`src/rtl/fp_button_regs.sv`:
```
// fp_button_regs: keypad matrix scanner with per-key debounce, event FIFO and four-register file.
// Define FP_BUTTON_RELEASE_EVT_EN to queue key releases as well as presses.
module fp_button_regs #(
    parameter int ROWS       = 4,
    parameter int COLS       = 8,
    parameter int SCAN_DIV   = 1000,
    parameter int DEBOUNCE   = 4,
    parameter int FIFO_DEPTH = 16
) (
    input  logic            clk,
    input  logic            rst,
    input  logic [1:0]      i_rreg,
    input  logic            i_rd,
    output logic [31:0]     o_rdata,
    input  logic [1:0]      i_wreg,
    input  logic [31:0]     i_wdata,
    input  logic            i_wr,
    output logic [COLS-1:0] o_col,
    input  logic [ROWS-1:0] i_row,
    output logic            o_irq
);
    localparam int NK  = ROWS * COLS;
    localparam int CW  = $clog2(DEBOUNCE + 1);
    localparam int DW  = $clog2(SCAN_DIV);
    localparam int AW  = FIFO_DEPTH > 1 ? $clog2(FIFO_DEPTH) : 1;
    localparam int FW  = AW + 1;
    localparam int RW  = ROWS > 1 ? $clog2(ROWS) : 1;
    localparam int CLW = COLS > 1 ? $clog2(COLS) : 1;

    typedef enum logic [1:0] {DWELL, EVAL, NEXT} state_t;

    state_t          state_q;
    logic [CLW-1:0]  col_q, col_d;
    logic [RW-1:0]   row_idx_q;
    logic [DW-1:0]   dwell_q;
    logic [ROWS-1:0] row_s1_q, row_s2_q, rows_q;
    logic [NK-1:0]   keys_q;
    logic [CW-1:0]   cnt_q [NK];
    logic [1:0]      ctrl_q;
    logic [4:0]      kidx;
    logic            raw, differ, hit, evt_push;
    logic [5:0]      evt;

    logic [5:0]      mem_q [FIFO_DEPTH];
    logic [AW-1:0]   wp_q, rp_q;
    logic [FW-1:0]   fcnt_q, fcnt_d;
    logic            ovf_q, ovf_d, pop, do_push, nempty;
    logic [5:0]      head;
    logic [31:0]     rdata_d;
    logic            unused_wdata;

    assign unused_wdata = ^{i_wdata[31:9], i_wdata[7:2]};

    // hit is gated by scan_en so a key under evaluation when scanning stops never queues an event
    always_comb begin
        kidx   = 5'(int'(col_q) * ROWS + int'(row_idx_q));
        raw    = ~rows_q[row_idx_q];
        differ = raw != keys_q[kidx];
        hit    = ctrl_q[0] && state_q == EVAL && differ && cnt_q[kidx] == CW'(DEBOUNCE - 1);
`ifdef FP_BUTTON_RELEASE_EVT_EN
        evt_push = hit;
`else
        evt_push = hit && raw;
`endif
        evt    = {raw, kidx};
        col_d  = col_q == CLW'(COLS - 1) ? '0 : col_q + 1'b1;
    end

    always_ff @(posedge clk) begin
        if (rst) begin
            row_s1_q  <= '1;
            row_s2_q  <= '1;
            rows_q    <= '1;
            state_q   <= DWELL;
            col_q     <= '0;
            row_idx_q <= '0;
            dwell_q   <= '0;
            keys_q    <= '0;
            o_col     <= '1;
            for (int k = 0; k < NK; k++) cnt_q[k] <= '0;
        end else begin
            row_s1_q <= i_row;
            row_s2_q <= row_s1_q;
            if (!ctrl_q[0]) begin
                state_q   <= DWELL;
                col_q     <= '0;
                row_idx_q <= '0;
                dwell_q   <= '0;
                o_col     <= '1;
            end else begin
                o_col <= ~(COLS'(1) << col_q);
                case (state_q)
                    DWELL: begin
                        dwell_q <= dwell_q == DW'(SCAN_DIV - ROWS - 2) ? '0 : dwell_q + 1'b1;
                        if (dwell_q == DW'(SCAN_DIV - ROWS - 2)) begin
                            rows_q  <= row_s2_q;
                            state_q <= EVAL;
                        end
                    end
                    EVAL: begin
                        if (differ) begin
                            cnt_q[kidx] <= hit ? '0 : cnt_q[kidx] + 1'b1;
                            if (hit) keys_q[kidx] <= raw;
                        end else begin
                            cnt_q[kidx] <= '0;
                        end
                        row_idx_q <= row_idx_q == RW'(ROWS - 1) ? '0 : row_idx_q + 1'b1;
                        if (row_idx_q == RW'(ROWS - 1)) state_q <= NEXT;
                    end
                    default: begin
                        col_q   <= col_d;
                        o_col   <= ~(COLS'(1) << col_d);
                        state_q <= DWELL;
                    end
                endcase
            end
        end
    end

    // a push into a full FIFO is still accepted when the same cycle pops
    always_comb begin
        nempty  = fcnt_q != '0;
        pop     = i_rd && i_rreg == 2'd1 && nempty;
        do_push = evt_push && (fcnt_q != FW'(FIFO_DEPTH) || pop);
        fcnt_d  = fcnt_q + FW'(do_push) - FW'(pop);
        ovf_d   = (evt_push && !do_push) || (ovf_q && !(i_wr && i_wreg == 2'd0 && i_wdata[8]));
        head    = mem_q[rp_q];
        rdata_d = i_rreg == 2'd0 ? {22'd0, nempty, ovf_q, 8'(fcnt_q)}
                : i_rreg == 2'd1 ? (nempty ? {1'b1, 23'd0, head[5], 2'd0, head[4:0]} : 32'd0)
                : i_rreg == 2'd2 ? 32'(keys_q)
                : {30'd0, ctrl_q};
    end

    always_ff @(posedge clk) begin
        if (rst) begin
            o_rdata <= '0;
            ctrl_q  <= 2'b01;
            ovf_q   <= 1'b0;
            o_irq   <= 1'b0;
            wp_q    <= '0;
            rp_q    <= '0;
            fcnt_q  <= '0;
        end else begin
            if (i_rd) o_rdata <= rdata_d;
            if (do_push) begin
                mem_q[wp_q] <= evt;
                wp_q        <= wp_q + 1'b1;
            end
            if (pop) rp_q <= rp_q + 1'b1;
            if (i_wr && i_wreg == 2'd3) ctrl_q <= i_wdata[1:0];
            fcnt_q <= fcnt_d;
            ovf_q  <= ovf_d;
            o_irq  <= ctrl_q[1] && nempty;
        end
    end
endmodule
```
`config.mk`:
```
export PLATFORM = sky130hd
export DESIGN_NAME = fp_button_regs
export DESIGN_NICKNAME = d
export VERILOG_FILES = /design/src/rtl/fp_button_regs.sv
export SDC_FILE = /design/constraint.sdc
export NUM_CORES = 1
export LEC_CHECK = 0
export CAP_MARGIN = 30
export CORE_MARGIN = 2
export CORE_UTILIZATION = 30
export CTS_CLUSTER_SIZE = 25
export DETAILED_ROUTE_END_ITERATION = 10
export PLACE_DENSITY_LB_ADDON = 0.15
export REMOVE_ABC_BUFFERS = 1
export SLEW_MARGIN = 20
export SYNTH_ARGS = -nofsm -noshare
export SYNTH_HDL_FRONTEND = slang
export SYNTH_SLANG_ARGS = --single-unit
export TNS_END_PERCENT = 20
```
`constraint.sdc`:
```
create_clock -name clk -period 4.3 [get_ports clk]
set_input_delay 0.645 -clock clk [delete_from_list [all_inputs] [get_ports clk]]
set_output_delay 0.645 -clock clk [all_outputs]
set_load 0.01 [all_outputs]
```
---- Yosys cells after proc, flatten, opt, wreduce, memory -nomap -nowiden ----
Memory sizes are Yosys's and may differ from the RTL's. A register that Yosys moved wholly into a read port is not among the register bits.
Index checks and enable logic that the tools add are counted.
storage, ports and cells
  bits in writable memories ............... 192
  output and inout port bits .............. 41
  memories ................................ 2
  register bits after elaboration ......... 118
  input port bits ......................... 44
  word-level logic and storage cells ...... 117
operators by class
  add/subtract/negate cells ............... 9
  bitwise gates (word level) .............. 5
  muxes and demuxes ....................... 40
  shifts and indexed selects .............. 2
  equal/unequal tests ..................... 12
  reductions and logical operators ........ 28
  $lt $le $gt $ge ......................... 3
memories
  name   depth  bits a word  read ports  clocked after Yosys merged registers in  wr ports  RTL line  RTL
  cnt_q  32     3            1           0                                        32        38        logic [CW-1:0] cnt_q [NK];
  mem_q  16     6            1           1                                        1         44        logic [5:0] mem_q [FIFO_DEPTH];
operator list
  cell                     number
  $mux W32                 4
  $bwmux W32               1
  $mux W1                  19
  $not A8 Y8               2
  $shl A1 B3 Y8 const A    2
  $logic_and A1 B1 Y1      14
  $mux W3                  4
  $add A10 B1 Y10 const B  1
  $eq A10 B10 Y1 const B   1
  $mux W10                 1
  $add A4 B1 Y4 const B    2
  $mux W4                  2
  $mux W8                  1
  $add A3 B1 Y3 const B    2
  $eq A2 B2 Y1 const B     3
  $logic_not A2 Y1         3
  $lt A5 B6 Y1 const B     1
  $mux W2                  3
  $add A5 B1 Y5            1
  $add A5 B2 Y5            1
  $bmux W1 S5              1
  $demux W1 S5             1
  $ge A5 B1 Y1 const B     1
  $mux W5                  1
  other kinds (22)         27

---- Depth between registers and ports, before layout ----
Gate-level depths: netlist (run 1).
  word-level depth ........................ 12
  depth in mapped cells ................... 19

---- Worst setup path before layout (run 1) ----
No wires, ideal clock.
  path kind ............................... reg2reg
  from .................................... register row_idx_q[0]
  to ...................................... register fcnt_q[4]
  data arrival time ....................... 4486 ps
  path buffers ............................ 4
  setup slack ............................. -257 ps
  cell stages (with the launch flop) ...... 20
  path through ............................ dfxtp_1 > buf_6 > buf_6 > buf_6 > buf_2 > mux4_2 > a22oi_1 > nand4_1 > ha_1 > nand3_1 > nor4_4 > inv_2 > ha_1 > inv_1 > ha_1 > fa_1 > a21oi_1 > nor2_1 > or3_1 > a21oi_1
between the ends
  longest elaborated chain between the ends .. 10
  elaborated cells on any way between the ends .. 15
RTL lines
  what                                                                RTL line  RTL
  start: declaration                                                  34        logic [RW-1:0] row_idx_q;
  start signal: assignment                                            107       row_idx_q <= row_idx_q == RW'(ROWS - 1) ? '0 : row_idx_q + 1'b1;
  $add A5 B2 Y5 / $bmux W1 S2 (equally long branches)                 56, 57
  $bmux W1 S5 / $mux W1 (equally long branches)                       58, 57
  $mux W1 (not written as such) / $not A1 Y1 (equally long branches)  58, 57
  $ne A1 B1 Y1                                                        58        differ = raw != keys_q[kidx];
  $logic_and A1 B1 Y1 (2 in a row)                                    59        hit = ctrl_q[0] && state_q == EVAL && differ && cnt_q[kidx] == CW'(DEBOUNCE - 1);
  $logic_and A1 B1 Y1 *                                               63        evt_push = hit && raw;
  $logic_and A1 B1 Y1 *                                               124       do_push = evt_push && (fcnt_q != FW'(FIFO_DEPTH) || pop);
  $add A5 B1 Y5 *                                                     125       fcnt_d = fcnt_q + FW'(do_push) - FW'(pop);
  $sub A5 B1 Y5 *                                                     125
  end signal: assignment                                              151       fcnt_q <= fcnt_d;
  end: declaration                                                    46        logic [FW-1:0] fcnt_q, fcnt_d;
Every way passes the cells marked *; elsewhere a longest branch is shown, timed or not. The select of a mux whose other input is x is not followed.
A chain may end at the register's enable or synchronous reset.

---- Worst setup path after layout (run 1) ----
  from .................................... register col_q[2]
  to ...................................... register fcnt_q[4]
between the ends
  longest elaborated chain between the ends .. 10
  elaborated cells on any way between the ends .. 12
RTL lines
  what                           RTL line  RTL
  start: declaration             33        logic [CLW-1:0] col_q, col_d;
  start signal: assignment       111       col_q <= col_d;
  $add A5 B2 Y5 *                56        kidx = 5'(int'(col_q) * ROWS + int'(row_idx_q));
  $bmux W1 S5                    58
  $mux W1 (not written as such)  58
  $ne A1 B1 Y1                   58
  $logic_and A1 B1 Y1            59
  $logic_and A1 B1 Y1 *          59
  $logic_and A1 B1 Y1 *          63
  $logic_and A1 B1 Y1 *          124
  $add A5 B1 Y5 *                125
  $sub A5 B1 Y5 *                125
Marks and branches as above.

==> impl_results.md, run 1 <==
- Max IR drop VDD: 0.214 mV
- Final Util: 35.9%
- H-tree levels: 2
- Async S/R FF share, synth: 0%
- Crit-path slowest cell: nor3_1
- YS warnings: 0
- Drt first pass iters: 5
- Post-placement cell area: 15400 sq um
- Hold buffers post-CTS: 0
- Via count: 9206
- Post-Synthesis Cells: 1120
- Area of the mapped netlist: 14100 sq um
- Period Utilization, post-route: 93.5%
- Detail Route Antenna Nets: 0
- CTS root buf: clkbuf_16
- Core area: 46500 sq um
- Max Freq: 249 MHz
- Synth top area share: 41.0%
- Ports: 85
- Design Power: 6.77 mW
- Status: complete, no violations
- Placer Congestion: 0.794
- Worst-margin pin slew: 0.690 ns
- Top-count cell post-synth: edfxtp_1
- R2r setup slk: 0.28 ns
- Die Area: 48700 sq um
- Ys flop type: edfxtp_1
- Drt drc: 0
- Pwr Density: 406 nW/um^2
- Nets: 1252
- Crit path max fanout: 4
- Setup Viol. Count Final: 0
- Number of enable flip-flop cells after synthesis: 192
- Most used cell, CP: ha_1
- Cell-by-cell listing of the critical path: inv_1 > nor3_1 > a22oi_1 > nand4_1 > ha_1 > nand3_1 > nor4_4 > inv_2 > ha_1 > inv_1 > ha_1 > fa_1 > a21oi_1 > nor2_1 > or3_1 > a21oi_1
- Hold crit path type: reg2reg
- Total gr overflow: 0
- Cell taking the most area after synthesis: edfxtp_1
- Vias in the first global route: 9377
- Largest net degree at the start of global routing: 64
- Largest cells by area after synthesis: edfxtp_1, dfxtp_1, mux4_2, mux2i_1, nor2_1
- RSZ-0062 raised after global routing: false
- Shortest period the worst path allows: 4.02 ns
- CTS clk-pin slew, worst paths: 0.06 ns
- Pins Over Slew Limit: 0
- First-pass GRT wire length: 58100 um
- Fraction of layout instances using a drive strength above 1: 16.5%
- Unique masters post-synth: 62
- Synth cell count leaders: edfxtp_1, nor2_1, dfxtp_1, clkbuf_1, mux2i_1
- Total GRT Usage: 16.0%
- Die W: 221 um
- Clk buf depth: 3
- Starting Density: 30.3%
- CTS tree: done
- Layout Cells excl Fill: 1819
- I/O Buffers: 55
- CP max stage delay: 0.54 ns
- Num rows: 79
- Hold_ws: 0.412 ns
- CP arrival: 4.49 ns
- Placed instance count: 1745
- Endpoint type of the worst setup path: flop
- Slew headroom: 53.7%
- Final Cell Area: 16700 sq um
- Antenna diodes: 0
- Critical Path Start Type: flop
- Critical path class: reg2reg
- Avg Cell Area, Syn: 12.6 sq um
- Initial antenna violation count: 1
- Post-DP HPWL: 25100 um
- Register bit total from synthesis: 314
- Seq/Total Area, Yosys: 58.3%
- Vias per cell: 5.06
- WL/cell: 21.1 um
- Detailed-route wire length: 38300 um
- Area delta synth->final: 18.4%
- MaxCap Viol Count: 0
- CTS Buf Count: 38
- Pleak: 5.78 nW
- DRC marker count from the first detailed-route iteration: 704
- Final hold vios: 0
- Worst-Skew Late Latency: 0.55 ns
- Skew final: 0.0121 ns
- DIE HEIGHT: 221 um
- Worst EP required: 4.77 ns
- TritonCTS Sinks: 314
-- cell usage in the layout (no fill, tap or decap), types with 11 or more instances in the layout --
master / count
a21oi_1: 37
mux4_2: 47
a21o_1: 21
nand3_1: 33
clkbuf_16: 38
a41oi_1: 24
clkdlybuf4s50_1: 53
inv_1: 18
dfxtp_1: 120
nand2b_1: 35
nor3_1: 13
nor2_1: 125
nand4_1: 14
mux2i_1: 50
and3_1: 45
o22ai_1: 14
buf_4: 52
nand2_1: 48
ha_1: 25
a22oi_1: 11
o21bai_1: 13
edfxtp_1: 192
a211oi_1: 28
-- where the power goes --
group          switching, mW  internal, mW  total (mW)
Sequential            0.0362          3.25        3.28
Clock                   1.29          1.84        3.13
Combinational          0.192         0.160       0.353
-- layout make-up --
class                           instances  area (sq um)
Multi-Input combinational cell        697          5390
Tap cell                              607           759
Clock inverter                         20           164
Timing Repair Buffer                  110          1010
Inverter                               21          78.8
Sequential cell                       314          8210
Fill cell                            4548         29800
Clock buffer                           50          1050
-- flip-flops by register name (all words and copies together), names as in the netlist, named ones only --
name / cells
cnt_q: 96
mem_q: 96
keys_q: 32
o_rdata: 32
dwell_q: 10
o_col: 8
fcnt_q: 5
row_s1_q: 4
row_s2_q: 4
rows_q: 4
rp_q: 4
wp_q: 4
col_q: 3
ctrl_q: 2
row_idx_q: 2
state_q: 2
o_irq: 1
ovf_q: 1
-- path summary, 6_finish.rpt --
kind                          startpoint                     end  cells after the start
setup reg to reg   col_q[2]$_SDFFE_PP0P_    fcnt_q[4]$_SDFF_PP0_                     16
setup / recovery   col_q[2]$_SDFFE_PP0P_    fcnt_q[4]$_SDFF_PP0_                     16
hold reg to reg   row_s1_q[3]$_SDFF_PP1_  row_s2_q[3]$_SDFF_PP1_                      1
hold / removal    row_s1_q[3]$_SDFF_PP1_  row_s2_q[3]$_SDFF_PP1_                      1
-- cells by family after synthesis --
logic type,count (synthesis),synth area share [%]
compound gates,174,8.79
xor+xnor,17,1.16
fa+ha+maj,26,2.37
buf+inv,109,3.46
flops,314,58.3
mux,100,11.3
simple gates,380,14.6
-- metal layers --
metal | track usage, % | vias to the layer above | wire length, um
met4 | 5.73 | 0 | 1070
met5 | 0 | - | 0
met3 | 2.27 | 67 | 1600
met1 | 22.5 | 4583 | 18100
li1 | - | 4345 | -
met2 | 25.0 | 211 | 17500
-- repair_timing --
action	CTS	global route
setup buffers	0	3
resized for setup	0	1
endpoints found under the setup margin	0	1
-- per-stage QoR --
| step | setup TNS, ns | setup WS (ns) |
|---|---|---|
| after floorplan | -153.91 | -1.66 |
| after global placement | 0 | 0.197 |
| after detailed placement | 0 | 0.264 |
| after CTS | 0 | 0.217 |
| after global routing | 0 | 0.0459 |
| final | 0 | 0.282 |
-- worst max-delay path, delay by kind of cell (launching register included) --
family	cells	cell delay, ns
simple gates	6	1.72
fa+ha+maj	4	1.15
compound gates	3	0.53
flops	1	0.34
buf+inv	3	0.22
No activity file was read; power rests on OpenSTA's default activity.
==> inputs of run 2 (changes only) <==
Settings changed: CORE_MARGIN 2 to 4.
==> impl_results.md, run 2 (synthesis gave the netlist of run 1 again) <==
- TritonCTS Sinks: 314
- CTS Buf Count: 38
- Endpoint type of the worst setup path: flop
- Pwr Density: 408 nW/um^2
- Routed wl met2: 17800 um
- R2r setup slk: 0.23 ns
- Critical Path Start Type: flop
- Largest regs: cnt_q x96, mem_q x96
- Power share of the sequential group: 48.2%
- Largest net degree at the start of global routing: 72
- Skew final: 0.0240 ns
- Worst-Skew Late Latency: 0.55 ns
- Ports: 85
- Seq. cell area: 8210 sq um
- DIE HEIGHT: 225 um
- R2R Path End: fcnt_q[4]$_SDFF_PP0_
- Critical path class: reg2reg
- R2R depth: 16
- Fillers: 4540
- Total gr overflow: 0
- CTS clk-pin slew, worst paths: 0.06 ns
- Pleak: 5.79 nW
- Most frequent cells in the layout: edfxtp_1, nor2_1, dfxtp_1
- Area delta synth->final: 18.6%
- Worst Hold Path EP: wp_q[3]$_SDFFE_PP0P_
- Clock power share: 46.6%
- Worst EP required: 4.77 ns
- H-tree levels: 2
- Hold crit path type: in2reg
- Post-DP HPWL: 25600 um
- Combinational share of power: 5.2%
- Pins Over Slew Limit: 0
- Final hold vios: 0
- NetSw: 1.53 mW
- CTS tree: done
- Shortest period the worst path allows: 4.07 ns
- Nets: 1253
- MaxCap Viol Count: 0
- Highest Signal Layer: met4
- Hold buffers post-CTS: 0
- Drt first pass iters: 5
- Reg2reg start: col_q[0]$_SDFFE_PP0P_
- Clk buf depth: 3
- Area of the multi-input gates: 5400 sq um
- Antenna diodes: 0
- Via count: 9187
- Max Freq: 246 MHz
- Placer Congestion: 0.807
- Post-placement cell area: 15400 sq um
- Commonest non-fill, non-tap cell in the layout: edfxtp_1
- Max IR drop VDD: 0.238 mV
- Vias per cell: 5.05
- First-pass GRT wire length: 58000 um
- Status: complete, no violations
- Period Utilization, post-route: 94.7%
- Wire length on met3: 1720 um
- WL/cell: 21.2 um
- WHS Path Cells: 2
- Detail Route Antenna Nets: 0
- Final Cell Area: 16700 sq um
- CTS root buf: clkbuf_16
- Num rows: 79
- Total GRT Usage: 15.0%
- Switching Share: 22.5%
- Detailed-route wire length: 38500 um
- Die W: 225 um
- Die Area: 50400 sq um
- Core area: 46500 sq um
- Internal power: 5.28 mW
- Drt drc: 0
- Vias in the first global route: 9240
- I/O Buffers: 55
- Slew headroom: 44.5%
- Crit path from: col_q[0]$_SDFFE_PP0P_
- Starting Density: 30.3%
- Setup Viol. Count Final: 0
- CP arrival: 4.54 ns
- Fraction of layout instances using a drive strength above 1: 16.8%
- Initial antenna violation count: 0
- Crit path max fanout: 8
- Post-Route M1 WL: 18100 um
- Worst-margin pin slew: 0.832 ns
- Worst hold start: rst
- Hold_ws: 0.390 ns
- DRC marker count from the first detailed-route iteration: 579
[run 2: area by class of cell]
type | count | area share [%]
sequential | 314 | 49.2
multi-input combinational | 697 | 32.3
clock buffer | 51 | 6.42
timing repair buffer | 111 | 6.05
tap | 607 | 4.55
clock inverter | 18 | 0.945
inverter | 21 | 0.473
[run 2: repair_timing]
item,in CTS,in global routing
resized for setup,0,1
buffers inserted,0,1
endpoints found under the setup margin,0,1
[run 2: per-stage QoR]
stage / std cells / utilization (%) / power, mW / setup slack (ns) / TNS (ns)
2_1_floorplan: 1032 / - / 3.57 / -1.66 / -153.91
3_3_place_gp: 1748 / 33.2 / 3.70 / 0.173 / 0
3_5_place_dp: 1748 / 33.2 / 3.71 / 0.102 / 0
4_1_cts: 1817 / 35.8 / 6.90 / 0.0702 / 0
5_1_grt: 1819 / 35.9 / 7.07 / -0.000180 / -0.000180
6_report: 1819 / 35.9 / 6.81 / 0.229 / 0
[run 2: power groups by stage]
stage | logic [mW] | registers, mW | clock network [mW]
after floorplan | 0.218 | 3.35 | 0
after global routing | 0.392 | 3.29 | 3.39
after global placement | 0.358 | 3.35 | 0
after CTS | 0.359 | 3.28 | 3.26
after detailed placement | 0.357 | 3.35 | 0
final | 0.354 | 3.28 | 3.18
[run 2: how the worst max path moves through the flow]
stage / depth (start not counted) / slack, ns / endpoint
2_1_floorplan: 15 / -1.66 / fcnt_q[4]$_SDFF_PP0_
3_3_place_gp: 16 / 0.17 / fcnt_q[4]$_SDFF_PP0_
3_5_place_dp: 17 / 0.10 / fcnt_q[4]$_SDFF_PP0_
4_1_cts: 17 / 0.07 / fcnt_q[4]$_SDFF_PP0_
5_1_grt: 16 / -0.0002 / fcnt_q[4]$_SDFF_PP0_
6_report: 16 / 0.23 / fcnt_q[4]$_SDFF_PP0_
[run 2: worst max-delay path: stages, from the launching register on]
cell	delay (ns)
dfxtp_1	0.54
inv_1	0.14
nor3_1	0.51
a22oi_1	0.14
nand4_1	0.18
ha_1	0.27
nand3_1	0.21
nor4_4	0.35
inv_2	0.06
ha_1	0.27
inv_1	0.04
ha_1	0.19
fa_1	0.40
a21oi_1	0.14
nor2_1	0.07
or3_1	0.34
a21oi_1	0.14
[run 2: per-layer routing]
| layer | GRT usage [%] | vias up |
|---|---|---|
| li1 | - | 4341 |
| met1 | 21.1 | 4593 |
| met2 | 23.9 | 198 |
| met3 | 2.88 | 55 |
| met4 | 4.19 | 0 |
| met5 | 0 | - |
